## config.mk

```make
export PLATFORM = sky130hd
export DESIGN_NAME = fu_context_loader_flat
export DESIGN_NICKNAME = d
export VERILOG_FILES = /design/src/rtl/fu_context_loader_if.sv /design/src/rtl/fu_context_loader.sv /design/src/flat_wrapper.sv
export SDC_FILE = /design/constraint.sdc
export NUM_CORES = 1
export LEC_CHECK = 0
export CORE_ASPECT_RATIO = 0.6
export CORE_MARGIN = 2
export CORE_UTILIZATION = 46
export CTS_CLUSTER_DIAMETER = 50
export CTS_CLUSTER_SIZE = 12
export DETAILED_ROUTE_END_ITERATION = 8
export GPL_TIMING_DRIVEN = 0
export PLACE_DENSITY = 0.76
export SLEW_MARGIN = 20
export SYNTH_ARGS = -nofsm -noshare
export SYNTH_HDL_FRONTEND = slang
export SYNTH_SLANG_ARGS = --single-unit
export TNS_END_PERCENT = 50
```

## constraint.sdc

```tcl
create_clock -name clk -period 1.9 [get_ports clk]
set_input_delay 0.38 -clock clk [delete_from_list [all_inputs] [get_ports clk]]
set_output_delay 0.38 -clock clk [all_outputs]
set_load 0.01 [all_outputs]
```

## src/rtl/fu_context_loader_if.sv

```systemverilog
// Serial configuration handshake between a bitstream source and the context loader.
interface fu_context_loader_if;
  logic cfg_valid;
  logic cfg_data;
  logic cfg_ready;
  logic cfg_abort;

  modport master (output cfg_valid, output cfg_data, output cfg_abort, input cfg_ready);
  modport slave  (input cfg_valid, input cfg_data, input cfg_abort, output cfg_ready);
endinterface

```

## src/rtl/fu_context_loader.sv

```systemverilog
// Double-buffered opcode context loader for the CGRA function unit: serial frames
// shift into a shadow bank, commit into the active bank, and run-time stepping drives select.
module fu_context_loader #(
  parameter int SEL_W   = 4,
  parameter int NUM_CTX = 4,
  parameter int MAX_OP  = 9,
  localparam int CTX_W  = $clog2(NUM_CTX)
) (
  input  logic                     clk,
  input  logic                     rst_n,
  fu_context_loader_if.slave       cfg,
  output logic                     cfg_done,
  output logic                     cfg_err,
  output logic                     configured,
  input  logic                     run,
  input  logic                     step,
  output logic [CTX_W-1:0]         ctx_idx,
  output logic [SEL_W-1:0]         select
);

  localparam int F     = NUM_CTX * SEL_W;
  localparam int CNT_W = $clog2(F);
  localparam logic [SEL_W-1:0] MAX_OP_C = SEL_W'(MAX_OP);
  localparam logic [CNT_W-1:0] LAST     = CNT_W'(F - 1);

  typedef enum logic [1:0] {EMPTY, LOADING, ARMED} state_t;

  state_t                        state_q, state_nx;
  logic [CNT_W-1:0]              cnt_q;
  logic [F-2:0]                  shadow_q;
  logic [F-1:0]                  frame_bits;
  logic [NUM_CTX-1:0][SEL_W-1:0] frame, clean, active_q;
  logic [NUM_CTX-1:0]            bad;
  logic                          xfer, commit;

  // The shadow only holds F-1 bits; the final bit is taken straight off the wire at commit.
  assign frame_bits    = {cfg.cfg_data, shadow_q};
  assign frame         = frame_bits;
  assign cfg.cfg_ready = !cfg.cfg_abort;

  for (genvar i = 0; i < NUM_CTX; i++) begin : g_ctx
    assign bad[i]   = frame[i] > MAX_OP_C;
    assign clean[i] = bad[i] ? '0 : frame[i];
  end

  always_comb begin
    state_nx = state_q;
    xfer     = 1'b0;
    commit   = 1'b0;
    if (cfg.cfg_abort) begin
      state_nx = configured ? ARMED : EMPTY;
    end else if (cfg.cfg_valid) begin
      xfer     = 1'b1;
      commit   = (cnt_q == LAST);
      state_nx = commit ? ARMED : LOADING;
    end
  end

  always_ff @(posedge clk or negedge rst_n) begin
    if (!rst_n) begin
      state_q    <= EMPTY;
      cnt_q      <= '0;
      shadow_q   <= '0;
      active_q   <= '0;
      cfg_done   <= 1'b0;
      cfg_err    <= 1'b0;
      configured <= 1'b0;
      ctx_idx    <= '0;
    end else begin
      state_q  <= state_nx;
      cfg_done <= commit;
      if (cfg.cfg_abort) begin
        cnt_q    <= '0;
        shadow_q <= '0;
      end else if (xfer) begin
        shadow_q <= frame_bits[F-1:1];
        cnt_q    <= commit ? '0 : cnt_q + CNT_W'(1);
      end
      if (commit) begin
        active_q   <= clean;
        configured <= 1'b1;
        if (|bad) cfg_err <= 1'b1;
      end
      // Commit restarts the sequence even if a step lands on the same edge.
      if (commit)
        ctx_idx <= '0;
      else if (run && step)
        ctx_idx <= ctx_idx + CTX_W'(1);
    end
  end

  assign select = active_q[ctx_idx];

endmodule

```

## src/flat_wrapper.sv

```systemverilog
// flat-port wrapper written by rule: the top's interface ports become plain ports
module fu_context_loader_flat 
#(
  parameter int SEL_W   = 4,
  parameter int NUM_CTX = 4,
  parameter int MAX_OP  = 9,
  localparam int CTX_W  = $clog2(NUM_CTX)
)
  (clk, rst_n, cfg_done, cfg_err, configured, run, step, ctx_idx, select, cfg_cfg_valid, cfg_cfg_data, cfg_cfg_abort, cfg_cfg_ready);
  fu_context_loader_if cfg_i ();
  input  logic clk;
  input  logic rst_n;
  output logic cfg_done;
  output logic cfg_err;
  output logic configured;
  input  logic run;
  input  logic step;
  output logic [CTX_W-1:0] ctx_idx;
  output logic [SEL_W-1:0] select;
  input wire logic [$bits(cfg_i.cfg_valid)-1:0] cfg_cfg_valid;
  input wire logic [$bits(cfg_i.cfg_data)-1:0] cfg_cfg_data;
  input wire logic [$bits(cfg_i.cfg_abort)-1:0] cfg_cfg_abort;
  output wire logic [$bits(cfg_i.cfg_ready)-1:0] cfg_cfg_ready;
  assign cfg_i.cfg_valid = cfg_cfg_valid;
  assign cfg_i.cfg_data = cfg_cfg_data;
  assign cfg_i.cfg_abort = cfg_cfg_abort;
  assign cfg_cfg_ready = cfg_i.cfg_ready;
  fu_context_loader #(.SEL_W(SEL_W), .NUM_CTX(NUM_CTX), .MAX_OP(MAX_OP)) u_core (.clk(clk), .rst_n(rst_n), .cfg(cfg_i), .cfg_done(cfg_done), .cfg_err(cfg_err), .configured(configured), .run(run), .step(step), .ctx_idx(ctx_idx), .select(select));
endmodule
```

==> results of run 1 <==
==> cells in the mapped netlist <==
master,instances,area [sq um]
a21o_1,1,7.510
a21oi_1,3,15.01
buf_2,1,5.000
buf_4,4,30.03
clkbuf_1,2,7.510
dfrtp_1,40,1001
ha_1,1,12.51
inv_1,6,22.52
mux2_1,11,123.9
mux2_2,1,11.26
mux2i_1,19,190.2
mux4_2,4,90.09
nand2_1,9,33.78
nand2b_1,1,6.260
nand3_1,1,5.000
nand4_1,1,6.260
nor2_1,19,71.32
nor2b_1,8,50.05
nor3_2,1,10.01
nor3b_1,4,30.03
o21ai_0,5,25.02
o311ai_0,1,8.760
or2_2,1,6.260
or3_1,1,6.260
xnor2_1,2,17.52
xor2_1,2,17.52
==> worst paths after layout <==
check | startpoint | endpoint | slack (ps) | cells after the start
worst max-delay path | u_core.ctx_idx[0]$_DFFE_PN0P_ | select[1] | 70 | 3
worst min-delay path | rst_n | u_core.shadow_q[13]$_DFFE_PN0P_ | 460 | 2
worst max register to register | u_core.cnt_q[0]$_DFFE_PN0P_ | u_core.active_q[14]$_DFFE_PN0P_ | 190 | 5
worst min register to register | u_core.cfg_err$_DFFE_PN0P_ | u_core.cfg_err$_DFFE_PN0P_ | 460 | 1
max in group asynchronous | rst_n | u_core.shadow_q[4]$_DFFE_PN0P_ | 1010 | 3
min in group clk | u_core.cfg_err$_DFFE_PN0P_ | u_core.cfg_err$_DFFE_PN0P_ | 460 | 1
==> worst max-delay path: cells and delay by family (launching register included) <==
kind,cells,cell delay [ps]
DFF,1,370
muxes,1,490
buffers and inverters,2,290
==> layout make-up <==
type	count	area, sq um
clock inverters	1	7.507
repair buffers	19	171.4
clock buffers	7	86.33
plain buffers	7	58.81
flip-flops and latches	40	1001
fillers	315	1572
inverters	6	22.52
multi-input cells	96	744.5
well taps	47	58.81
==> flip-flops by register name (all words and copies together), names as in the netlist <==
name and cells:
u_core.active_q 16, u_core.shadow_q 15, u_core.cnt_q 4, u_core.ctx_idx 2, u_core.cfg_done 1, u_core.cfg_err 1, u_core.configured 1
==> metal layers <==
| metal | vias up | track usage, % | wire (um) |
|---|---|---|---|
| met5 | - | 0 | 0 |
| met4 | 0 | 5.026 | 24 |
| met3 | 2 | 5.669 | 117 |
| met2 | 20 | 26.95 | 1602 |
| met1 | 581 | 24.49 | 1700 |
| li1 | 558 | - | - |
==> what timing repair did <==
action,in CTS,in global routing
buffers inserted,1,0
endpoints found under the setup margin,5,0
resized for setup,22,0
endpoints found under the hold margin,7,0
hold buffers,1,0
==> stage by stage <==
step | setup TNS (ps) | hold slack (ps)
2_1_floorplan | 0 | 84.41
3_3_place_gp | -16640 | 441.4
3_5_place_dp | -1234 | 238.0
4_1_cts | 0 | 452.9
5_1_grt | 0 | 468.8
6_report | 0 | 459.6
==> power by group <==
| group | internal [mW] | switching, mW |
|---|---|---|
| Sequential | 0.880 | 0.0413 |
| Combinational | 0.153 | 0.120 |
| Clock | 0.295 | 0.278 |
==> kinds of logic after synthesis <==
family | after synthesis | synth area share (%)
mux | 35 | 22.94
compound gates | 10 | 3.110
xor+xnor | 4 | 1.935
simple gates | 46 | 12.44
buf+inv | 13 | 3.594
flops | 40 | 55.29
fa+ha+maj | 1 | 0.6910
==> placed cells by master (no fill, tap or decap), types with 2 or more instances in the layout <==
master           instances
nand2_1                  9
clkbuf_8                 7
o21ai_0                  5
a21oi_1                  3
dfrtp_1                 40
mux2_1                  11
mux2i_1                 19
buf_4                    5
nor2b_1                  8
xnor2_1                  2
clkdlybuf4s50_1         10
clkbuf_1                 2
nor3b_1                  4
xor2_1                   2
inv_1                    6
nor2_1                  19
buf_2                    5
mux4_2                   4
==> metrics.cfg, run 1 <==
[run_status]
status=completed

[clocking]
htreeDepth=2
numCtsBuffers=5
cts-root-buf=clkbuf_8
cts.clk_slew.worst_paths_ps=80
clk_path_buf_depth=2
cts.sinks=40
clk_latency_ps=290
cts_tree=yes

[die]
die_h_um=52.60
die_w_um=84.99
rows=17
core_area_sq_um=3722
die_area_sq_um=4470
io_pins=17
initial_core_util_pct=48.64

[sta]
timing_hold_violations_final=0
max_freq_mhz=547.5
max_slew_margin_pct=71.44
finalWorstSetupSlack_ps=73.55
fin_crit_ps=1826
finalCritPeriodShare_pct=96.13
tightest_slew_ps=423.9
fin_skew_ps=9.479
timing.final.max_slew_violations=0
rsz0062_at_grt=false
setup_viol_count_final=0

[synth]
synth_area_sq_um=1810
ys_types=26
ys_seq_elements=40
yosys_warnings=0
syn-num-nets=157
yosysSeqAreaShare_pct=55.29
netlist_instances=149
avgSynthCellArea_sq_um=12.15

[global_routing]
grt_pass1_vias=1208
antenna_found_initial=0
gr-total-overflow=0
track_usage_pct=17.69
grt_max_degree=34
grt_pass1_wl_um=5851

[placed_design]
dp_slack_ps=-309.3
placed_cell_area_sq_um=2044
dp_cells=213
port_buffers=16
dpl.hpwl_um=2548
finalWeightedCongestion=0.7873

[worst_setup_path]
cp-start-kind=flip-flop
cp_slowest_cell=mux4_2
cp.required_ps=1520
worstPathMaxFanout=5
worstPathCellList=buf_6 -> mux4_2 -> buf_2
worstSetupPathType=flip-flop to primary output
crit_path_max_incr_delay_ps=490
end_kind=primary output
critPathArrivalTime_ps=1450

[final_layout]
final_cells=223
drive_above_1_share_pct=15.34
areaGrowthSynthToFinish_pct=18.80
stdcell_area_sq_um=2151
antenna_cells=0
fin_nets=183
post-route-util_pct=57.78

[detailed_routing]
drt_pass1_iterations=4
drt_iter0_drc=107
wl_per_cell_um=15.44
ant_nets=0
drc=0
num_vias=1161
finalWirelength_um=3444
via_per_inst=5.206

[power_and_ir_drop]
power_density_nw_per_um2=821.7
ir_worst_vdd_mv=0.4921
total_power_mw=1.767
power_leakage_nw=1.059

[worst_hold_path]
timing.hold.worst.class=input port to async pin

[job]
maxCapViolations=0

Power figures use the tool's default switching activity.
==> run 2, diff against run 1 <==
clock period = 1.95 ns   (was 1.9 ns; I/O delays follow)
==> run 2 against run 1 <==
Net effect: clock skew shrank 0.66 ps; via count is essentially flat; non-clock buffer count is the same; utilization is the same; register-to-register slack gained 50 ps; critical endpoint unchanged; largest cell class unchanged.
==> metrics.cfg, run 2 (same netlist as run 1, synthesis figures left out) <==
[die]
io_pins=17  ; unchanged
die_h_um=52.60  ; unchanged
initial_core_util_pct=48.64  ; unchanged
rows=17  ; unchanged
die_area_sq_um=4470  ; unchanged
core_area_sq_um=3722  ; unchanged
die_w_um=84.99  ; unchanged

[final_layout]
fin_nets=183  ; unchanged
drive_above_1_share_pct=15.34  ; unchanged
final_cell_mix=dfrtp_1, mux2i_1, nor2_1
largest-register=u_core.active_q
post-route-util_pct=57.78  ; unchanged
final_common_cell=dfrtp_1
largest_reg_flops=16  ; unchanged
reg_top3=u_core.active_q x16, u_core.shadow_q x15, u_core.cnt_q x4
antenna_cells=0  ; unchanged
final_cells=223  ; unchanged
areaGrowthSynthToFinish_pct=18.80  ; unchanged

[global_routing]
grt_pass1_vias=1203  ; -0.41%
antenna_found_initial=0  ; unchanged
grt_pass1_wl_um=5816  ; -0.60%
track_usage_pct=17.58  ; -0.11 points
gr-total-overflow=0  ; unchanged
grt_max_degree=34  ; unchanged

[clocking]
numCtsBuffers=5  ; unchanged
clk_latency_ps=290  ; about the same
clk_path_buf_depth=2  ; unchanged
htreeDepth=2  ; unchanged
cts-root-buf=clkbuf_8
cts_tree=yes
cts.clk_slew.worst_paths_ps=80  ; about the same
cts.sinks=40  ; unchanged

[detailed_routing]
via_per_inst=5.202  ; about the same
drt_pass1_iterations=4  ; unchanged
drc=0  ; unchanged
drt_iter0_drc=103  ; -3.7%
wl_per_cell_um=15.46  ; about the same
finalWirelength_um=3447  ; about the same
num_vias=1160  ; -0.086%
ant_nets=0  ; unchanged

[sta]
max_slew_margin_pct=71.15  ; -0.30 points
timing.final.max_slew_violations=0  ; unchanged
timing_hold_violations_final=0  ; unchanged
max_freq_mhz=546.1
fin_crit_ps=1831
setup_viol_count_final=0  ; unchanged
fin_setup_tns_ps=0  ; unchanged
finalCritPeriodShare_pct=93.91
fin_skew_ps=8.824  ; -0.6555 ps
tightest_slew_ps=428.3  ; +4.422 ps
rsz0062_at_grt=false

[power_and_ir_drop]
power_leakage_nw=1.057  ; -0.14%
power_density_nw_per_um2=800.9  ; -2.5%
ir_worst_vdd_mv=0.4798  ; -2.5%

[worst_setup_path]
end_kind=primary output
cp-start-kind=flip-flop
cp_slowest_cell=mux4_2
critPathArrivalTime_ps=1440  ; about the same
crit_path_max_incr_delay_ps=500  ; about the same
path_buf_inv=2  ; unchanged
worstPathCellList=buf_6 -> mux4_2 -> clkbuf_2
worstSetupPathType=flip-flop to primary output
cp_top_family=multiplexers
worstPathMaxFanout=5  ; unchanged
cp.required_ps=1560  ; +40 ps

[job]
maxCapViolations=0  ; unchanged

[placed_design]
dpl.hpwl_um=2548  ; unchanged
dp_cells=213  ; unchanged
port_buffers=16  ; unchanged
finalWeightedCongestion=0.7873  ; unchanged

[worst_hold_path]
timing.hold.worst.class=flip-flop to flip-flop

[run_status]
status=completed

-- run 2: path summary, 6_finish.rpt --
path                                          startpoint                         endpoint  slack (ps)  cells after the start
max                        u_core.ctx_idx[0]$_DFFE_PN0P_                        select[1]         120                      3
min                           u_core.cfg_err$_DFFE_PN0P_       u_core.cfg_err$_DFFE_PN0P_         460                      1
max reg2reg                  u_core.cnt_q[0]$_DFFE_PN0P_  u_core.active_q[14]$_DFFE_PN0P_         240                      5
min reg2reg                   u_core.cfg_err$_DFFE_PN0P_       u_core.cfg_err$_DFFE_PN0P_         460                      1
max in group asynchronous                          rst_n   u_core.shadow_q[4]$_DFFE_PN0P_        1050                      3
min in group asynchronous                          rst_n  u_core.shadow_q[13]$_DFFE_PN0P_         470                      2
-- run 2: area by class of cell --
cell class              instances  area [sq um]
clock inverters                 1         7.507
fillers                       315          1572
inverters                       6         22.52
well taps                      47         58.81
clock buffers                   7         86.33
repair buffers                 19         171.4
plain buffers                   7         58.81
multi-input cells              96         744.5
flip-flops and latches         40          1001
-- run 2: metrics by stage --
stage / total power [mW] / hold WS (ps) / area (sq um) / setup slack [ps]
2_1_floorplan: 1.036 / 94.41 / 1810 / 438.6
3_3_place_gp: 1.131 / 441.4 / 2029 / -367.6
3_5_place_dp: 1.145 / 248.0 / 2044 / -279.3
4_1_cts: 1.747 / 462.2 / 2171 / -1.320
5_1_grt: 1.813 / 468.8 / 2151 / 56.25
6_report: 1.723 / 461.9 / 2151 / 118.7
-- run 2: timing repair --
| item | 4_1_cts | 5_1_grt |
|---|---|---|
| hold endpoints to repair | 7 | 0 |
| setup endpoints to repair | 5 | 4 |
| setup buffers | 1 | 0 |
| resized for setup | 14 | 4 |
| gates cloned | 0 | 0 |
| hold buffers | 1 | 0 |
-- run 2: worst reg2reg max path, cell delays in order, from the launching register on --
cell and delay, ps:
dfrtp_1 420, ha_1 230, nand2_1 100, nor3_2 240
buf_4 270, mux2_1 340
-- run 2: power by group --
group | total [mW] | internal [mW] | switching [mW]
logic | 0.267 | 0.149 | 0.117
registers | 0.897 | 0.857 | 0.0404
clock network | 0.558 | 0.287 | 0.271
total | 1.72 | 1.29 | 0.429
-- run 2: routing by layer --
layer | part of all wire (%) | global-route usage [%] | wire length, um | vias to the layer above
met5 | 0 | 0 | 0 | -
met4 | 0.70 | 5.026 | 24 | 0
met3 | 3.1 | 5.669 | 108 | 2
met2 | 46 | 26.95 | 1600 | 14
met1 | 50 | 24.18 | 1713 | 585
li1 | - | - | - | 559
==> run 3, diff against run 2 <==
CORE_UTILIZATION = 33   (was 46)
PLACE_DENSITY = 0.61   (was 0.76)
==> run 3 against run 2 <==
Net effect: sequential cell count unchanged; via count increased by 1.4%; register-to-register slack improved by 40 ps; final area increased by 1.3%; non-clock buffer count increased by 1; sequential share of layout area decreased by 0.59 points; largest power group unchanged.
==> metrics.cfg, run 3 (same netlist as run 1, synthesis figures left out) <==
[run_status]
status=completed

[sta]
fin_crit_ps=1827  ; -3.902 ps
setup_viol_count_final=0  ; unchanged
timing.final.max_slew_violations=0  ; unchanged
finalWorstSetupSlack_ps=122.6  ; +3.902 ps
tightest_slew_ps=435.3  ; +7.032 ps
fin_skew_ps=5.272  ; -3.551 ps
finalCritPeriodShare_pct=93.71  ; -0.20 points
timing_hold_violations_final=0  ; unchanged
max_slew_margin_pct=70.67  ; -0.47 points
rsz0062_at_grt=false
max_freq_mhz=547.2  ; +0.21%

[die]
core_area_sq_um=5180  ; +39%
rows=20  ; +3
die_w_um=99.63  ; +17%
io_pins=17  ; unchanged
die_h_um=61.38  ; +17%
initial_core_util_pct=34.95  ; -14 points
die_area_sq_um=6114  ; +37%

[final_layout]
final_common_cell=dfrtp_1
antenna_cells=0  ; unchanged
largest_reg_flops=16  ; unchanged
areaGrowthSynthToFinish_pct=20.32
drive_above_1_share_pct=15.25  ; -0.087 points
final_cell_mix=dfrtp_1, mux2i_1, nor2_1
reg_top3=u_core.active_q x16, u_core.shadow_q x15, u_core.cnt_q x4
fin_nets=184  ; +0.55%
largest-register=u_core.active_q

[clocking]
clk_path_buf_depth=2  ; unchanged
htreeDepth=2  ; unchanged
cts.clk_slew.worst_paths_ps=70  ; about the same
cts-root-buf=clkbuf_8
clk_latency_ps=280  ; about the same
cts_tree=yes
cts.sinks=40  ; unchanged
numCtsBuffers=5  ; unchanged

[detailed_routing]
drc=0  ; unchanged
drt_iter0_drc=46  ; -55%
drt_pass1_iterations=4  ; unchanged
num_vias=1176  ; +1.4%
finalWirelength_um=3442  ; -0.15%
ant_nets=0  ; unchanged
via_per_inst=4.840  ; -7.0%
wl_per_cell_um=14.16  ; -8.4%

[global_routing]
gr-total-overflow=0  ; unchanged
antenna_found_initial=0  ; unchanged
track_usage_pct=12.39  ; -5.2 points
grt_pass1_vias=1157  ; -3.8%
grt_pass1_wl_um=5664  ; -2.6%
grt_max_degree=32  ; -5.9%

[job]
maxCapViolations=0  ; unchanged

[worst_setup_path]
cp-start-kind=flip-flop
critPathArrivalTime_ps=1440  ; about the same
worstPathMaxFanout=5  ; unchanged
end_kind=primary output
worstSetupPathType=flip-flop to primary output
cp.required_ps=1560  ; about the same

[placed_design]
dpl.hpwl_um=2527  ; -0.80%
finalWeightedCongestion=0.7723  ; -1.9%
dp_slack_ps=-316.4  ; -37.04 ps
port_buffers=16  ; unchanged

[power_and_ir_drop]
ir_worst_vdd_mv=0.2606  ; -46%
total_power_mw=1.724  ; about the same
power_density_nw_per_um2=791.2  ; -1.2%
power_leakage_nw=1.063  ; +0.55%

[worst_hold_path]
timing.hold.worst.class=flip-flop to flip-flop

## run 3: layout make-up
cell class / count / area [sq um]
fill: 478 / 3002
sequential: 40 / 1001
tap: 66 / 82.58
clock buffer: 8 / 90.09
inverter: 6 / 22.52
multi-input combinational: 96 / 744.5
buffer: 7 / 58.81
timing repair buffer: 20 / 178.9
## run 3: what timing repair did
action,4_1_cts,5_1_grt
setup endpoints to repair,5,4
hold endpoints to repair,9,0
cloned,0,0
resized for setup,14,4
buffers inserted,2,0
hold buffers,1,0
## run 3: final timing paths
kind / startpoint / end / slack [ps] / depth (start not counted)
max: u_core.ctx_idx[0]$_DFFE_PN0P_ / select[2] / 120 / 3
min: u_core.cfg_err$_DFFE_PN0P_ / u_core.cfg_err$_DFFE_PN0P_ / 470 / 1
max reg2reg: u_core.cnt_q[0]$_DFFE_PN0P_ / u_core.active_q[15]$_DFFE_PN0P_ / 280 / 5
min reg2reg: u_core.cfg_err$_DFFE_PN0P_ / u_core.cfg_err$_DFFE_PN0P_ / 470 / 1
max in group asynchronous: rst_n / u_core.shadow_q[2]$_DFFE_PN0P_ / 1020 / 3
min in group asynchronous: rst_n / u_core.shadow_q[13]$_DFFE_PN0P_ / 500 / 2
## run 3: per-layer routing
layer  track usage, %  wire (um)  vias up
met3            3.405        121        3
met5                0          0        -
li1                 -          -      560
met1            18.08       1812      598
met4            3.523         21        0
met2            18.34       1486       15
## run 3: power breakdown
group / leakage (nW) / total [mW] / internal (mW) / switching (mW)
combinational: 0.486 / 0.277 / 0.162 / 0.115
clock: 0.0455 / 0.550 / 0.288 / 0.262
sequential: 0.531 / 0.897 / 0.857 / 0.0393
total: 1.06 / 1.72 / 1.31 / 0.416
## run 3: metrics by stage
stage | TNS (ps) | hold slack (ps) | util, % | cells | cell area, sq um
floorplan | 0 | 94.41 | - | 149 | 1810
global placement | -17850 | 443.0 | 39.64 | 231 | 2053
detailed placement | -447.0 | 267.9 | 39.93 | 232 | 2068
CTS | 0 | 471.5 | 42.44 | 243 | 2198
global route | 0 | 498.6 | 42.05 | 243 | 2178
finish | 0 | 472.4 | 42.05 | 243 | 2178
## run 3: critical path, cell delays in order (launching register included)
cell and delay (ps):
dfrtp_1 360, buf_6 140, mux4_2 510, clkbuf_2 140
